--- src/rtl/adder_pipelined_param.sv ---
// rtl/adder_pipelined_param.sv - skewed-pipeline chunked ripple adder/subtractor with valid/ready stream handshake
module adder_pipelined_param #(
    parameter int WIDTH = 8,
    parameter int CHUNK = 2
) (
    input  logic             clk,
    input  logic             rst,
    input  logic             in_valid,
    output logic             in_ready,
    input  logic [WIDTH-1:0] a,
    input  logic [WIDTH-1:0] b,
    input  logic             c,
    input  logic             sub,
    output logic             out_valid,
    input  logic             out_ready,
    output logic [WIDTH-1:0] s,
    output logic             cout,
    output logic             ovf
);

    localparam int STAGES = WIDTH / CHUNK;

    // Per-stage state: operands travel with the bundle (b already inverted for
    // subtraction), s accumulates finished low chunks, c is the ripple carry.
    logic [STAGES-1:0] v_q, v_d;
    logic [STAGES-1:0] c_q, c_d;
    logic [WIDTH-1:0]  a_q [STAGES];
    logic [WIDTH-1:0]  a_d [STAGES];
    logic [WIDTH-1:0]  b_q [STAGES];
    logic [WIDTH-1:0]  b_d [STAGES];
    logic [WIDTH-1:0]  s_q [STAGES];
    logic [WIDTH-1:0]  s_d [STAGES];
    logic              ovf_q, ovf_d;

    logic              stall;
    logic [WIDTH-1:0]  src_a, src_b, src_s;
    logic              src_c;
    logic [CHUNK:0]    chunk_sum;
    int                prev;

    // A held result freezes the whole pipeline; accept whenever it moves.
    assign stall     = v_q[STAGES-1] & ~out_ready;
    assign in_ready  = ~stall;
    assign out_valid = v_q[STAGES-1];
    assign s         = s_q[STAGES-1];
    assign cout      = c_q[STAGES-1];
    assign ovf       = ovf_q;

    // Next state of every stage: stage k adds chunk k of its incoming operands.
    always_comb begin
        ovf_d     = 1'b0;
        src_a     = '0;
        src_b     = '0;
        src_s     = '0;
        src_c     = 1'b0;
        chunk_sum = '0;
        prev      = 0;
        for (int k = 0; k < STAGES; k++) begin
            prev = (k == 0) ? 0 : k - 1;
            if (k == 0) begin
                src_a  = a;
                src_b  = sub ? ~b : b;
                src_s  = '0;
                src_c  = sub | c;
                v_d[k] = in_valid;
            end else begin
                src_a  = a_q[prev];
                src_b  = b_q[prev];
                src_s  = s_q[prev];
                src_c  = c_q[prev];
                v_d[k] = v_q[prev];
            end
            chunk_sum = {1'b0, src_a[k*CHUNK +: CHUNK]}
                      + {1'b0, src_b[k*CHUNK +: CHUNK]}
                      + {{CHUNK{1'b0}}, src_c};
            a_d[k] = src_a;
            b_d[k] = src_b;
            s_d[k] = src_s;
            s_d[k][k*CHUNK +: CHUNK] = chunk_sum[CHUNK-1:0];
            c_d[k] = chunk_sum[CHUNK];
            // Sign rule: like-signed operands giving an opposite-signed sum,
            // equivalent to carry-into-MSB xor carry-out.
            if (k == STAGES - 1) begin
                ovf_d = (src_a[WIDTH-1] == src_b[WIDTH-1]) &&
                        (chunk_sum[CHUNK-1] != src_a[WIDTH-1]);
            end
        end
    end

    // Stage registers: cleared by reset, frozen during a stall.
    always_ff @(posedge clk or posedge rst) begin
        if (rst) begin
            v_q   <= '0;
            c_q   <= '0;
            ovf_q <= 1'b0;
            for (int k = 0; k < STAGES; k++) begin
                a_q[k] <= '0;
                b_q[k] <= '0;
                s_q[k] <= '0;
            end
        end else if (!stall) begin
            v_q   <= v_d;
            c_q   <= c_d;
            ovf_q <= ovf_d;
            for (int k = 0; k < STAGES; k++) begin
                a_q[k] <= a_d[k];
                b_q[k] <= b_d[k];
                s_q[k] <= s_d[k];
            end
        end
    end

endmodule

--- config.mk ---
export PLATFORM = sky130hd
export DESIGN_NAME = adder_pipelined_param
export DESIGN_NICKNAME = d
export VERILOG_FILES = /design/src/rtl/adder_pipelined_param.sv
export SDC_FILE = /design/constraint.sdc
export NUM_CORES = 1
export LEC_CHECK = 0
export ABC_AREA = 1
export CAP_MARGIN = 30
export CELL_PAD_IN_SITES_DETAIL_PLACEMENT = 0
export CELL_PAD_IN_SITES_GLOBAL_PLACEMENT = 1
export CORE_MARGIN = 5
export CORE_UTILIZATION = 41
export DETAILED_ROUTE_END_ITERATION = 10
export PLACE_DENSITY = 0.86
export SLEW_MARGIN = 20
export SYNTH_ARGS = -nofsm -noshare
export SYNTH_HDL_FRONTEND = slang
export SYNTH_SLANG_ARGS = --single-unit
--- constraint.sdc ---
create_clock -name clk -period 1.8 [get_ports clk]
set_clock_uncertainty 0.1 [all_clocks]
set_input_delay 0.18 -clock clk [delete_from_list [all_inputs] [get_ports clk]]
set_output_delay 0.18 -clock clk [all_outputs]
set_load 0.005 [all_outputs]
==> results_dict.tcl <==
set metrics [dict create \
    insertion_delay_ps 300 \
    syn2layout_area_growth_pct 21.5 \
    clock_path_buffers 2 \
    cp.arrival_ps 1860 \
    hold_path.class "in -> async" \
    path_cells "inv_1, fa_2, fa_1, xnor2_1, nand2_1, nand2_1" \
    path_clk_slew_ps 90 \
    path_delay_family "adder cells" \
    finalSetupTns_ps 0 \
    grt_pass1_vias 1600 \
    rsz0062_at_grt "false" \
    seq_area_frac_synth_pct 56.2 \
    cp-start-kind "flop" \
    overflow 0 \
    final_common_cell "nand2_1" \
    synth.net_count 280 \
    dr.pass1.iters 4 \
    setup_viol 0 \
    vias 1569 \
    hold_violations 0 \
    final.min_clock_period_ps 1710 \
    cp.required_ps 1950 \
    cts_max_level 2 \
    critPathMaxFanout 2 \
    initial_core_util_pct 42.6 \
    cp-startpoint "src_a[6]" \
    p_per_area_nw_per_um2 1500 \
    drcViolationCount 0 \
    gp_congestion 0.727 \
    yosys_warnings 0 \
    core_area_um2 5540 \
    routed_wl_um 3720 \
    syn_avg_cell_area_um2 9.48 \
    cpMostUsedCell "nand2_1" \
    cp_slowest_stage_delay_ps 540 \
    numCtsBuffers 5 \
    dieArea_um2 7380 \
    cp_num_buf_inv 1 \
    drive_gt1_share_pct 10.2 \
    fmax_mhz 583 \
    io_pins 34 \
    cp_slowest_cell "fa_1" \
    num_rows 27 \
    synth-seq-cells 53 \
    die_h_um 85.9 \
    place_ws_ps -236 \
    port_buffers 33 \
    grt_max_degree 54 \
    synth.distinct_cells 20 \
    grt_pass1_wl_um 6890 \
    ant_nets 0 \
    layout_common_cells "97 x nand2_1, 53 x dfrtp_1, 33 x clkdlybuf4s50_1" \
    crit_type "reg -> reg" \
    synthCells 249 \
    diodes 0 \
    grt.total_usage_pct 11.5 \
    max_cap_violations 0 \
    worstSetupEndpointType "flop" \
    layout.nets 313 \
    ir_drop_mv 0.571 \
    fin_ws_ps 85.6 \
    finalPower_mw 4.29 \
    period_share_pct 95.2 \
    r2r-start "src_a[6]" \
    relSlewSlack_pct 74.1 \
    status "completed" \
    drv_slew 0 \
    cts_tree "built" \
    wl_per_cell_um 10.5 \
    holdBufCountCts 0 \
    fillers 534 \
    power.leakage_nw 1.41 \
    cts_root_buffer "clkbuf_8" \
    antenna_found_initial 0 \
    syn_area_um2 2360 \
    post-dp-hpwl_um 2590 \
    worst_pin_slew_ps 388 \
    die_w_um 85.9 \
    viasPerCell 4.42 \
    clock_sinks 53 \
    dr.first_iter.drc_count 69 \
]
==> cell usage after synthesis (all sizes together) <==
library cell  number  area [um2]
nor2               3        18.8
nand2             98         370
xor2               1        8.76
xnor2              2        17.5
fa                 8         160
nand3              5        35.0
or2                2        12.5
buf               12        95.1
dfrtp             53        1330
o21ai             33         188
inv               31         116
ha                 1        12.5
==> cells by family after synthesis <==
logic type / synth area share (%)
xor+xnor: 1.11
simple gates: 18.5
compound gates: 7.95
flops: 56.2
fa+ha+maj: 7.31
buf+inv: 8.96
==> registers in the layout (all words and copies together), names as in the netlist <==
signal / flops
v_q: 4
src_b: 2
s_d: 6
a_d: 10
s: 8
c_q: 4
src_s: 6
src_a: 2
ovf: 1
b_d: 10
==> per-layer routing <==
| metal | share of wire [%] | up-vias | wire length [um] | GRT usage [%] |
|---|---|---|---|---|
| met4 | 1.8 | 0 | 68 | 4.75 |
| li1 | - | 816 | - | - |
| met1 | 47 | 717 | 1730 | 14.5 |
| met5 | 0 | - | 0 | 0 |
| met3 | 5.0 | 7 | 186 | 2.69 |
| met2 | 47 | 29 | 1740 | 18.9 |
==> worst paths after layout <==
check	endpoint	slack, ps	cells past startpoint
hold / removal	ovf	130	3
setup reg to reg	ovf	90	6
setup / recovery	ovf	90	6
min in group clk	a_d[22]	310	3
hold reg to reg	s[4]	370	2
max in group asynchronous	s[2]	1230	3
==> metrics by stage <==
step | area (um2) | utilization (%) | hold slack [ps] | instances
2_1_floorplan | 2360 | - | 197 | 249
3_3_place_gp | 2750 | 49.6 | 354 | 347
3_5_place_dp | 2750 | 49.6 | 360 | 347
4_1_cts | 2870 | 51.7 | 152 | 355
5_1_grt | 2870 | 51.8 | 184 | 355
6_report | 2870 | 51.8 | 134 | 355
==> power breakdown <==
part	switching [mW]	internal, mW
Sequential	0.225	1.71
Combinational	0.812	0.727
Clock	0.360	0.453
==> layout make-up <==
class | count | area (um2) | share of cell area [%]
Clock buffer | 7 | 86.3 | 3.01
Tap cell | 72 | 90.1 | 3.14
Sequential cell | 53 | 1330 | 46.2
Clock inverter | 1 | 30.0 | 1.05
Inverter | 31 | 116 | 4.06
Timing Repair Buffer | 38 | 393 | 13.7
Multi-Input combinational cell | 153 | 826 | 28.8
==> timing repair <==
item | CTS | global route
gates resized for setup | 0 | 2
setup buffers | 0 | 0
endpoints found under the setup margin | 0 | 1
==> worst reg2reg max path: stages (launching register included) <==
cell and delay, ps:
dfrtp_1 330, inv_1 60, fa_2 390, fa_1 540
xnor2_1 120, nand2_1 60, nand2_1 50
Note: power is estimated with default switching activity, not from simulation.
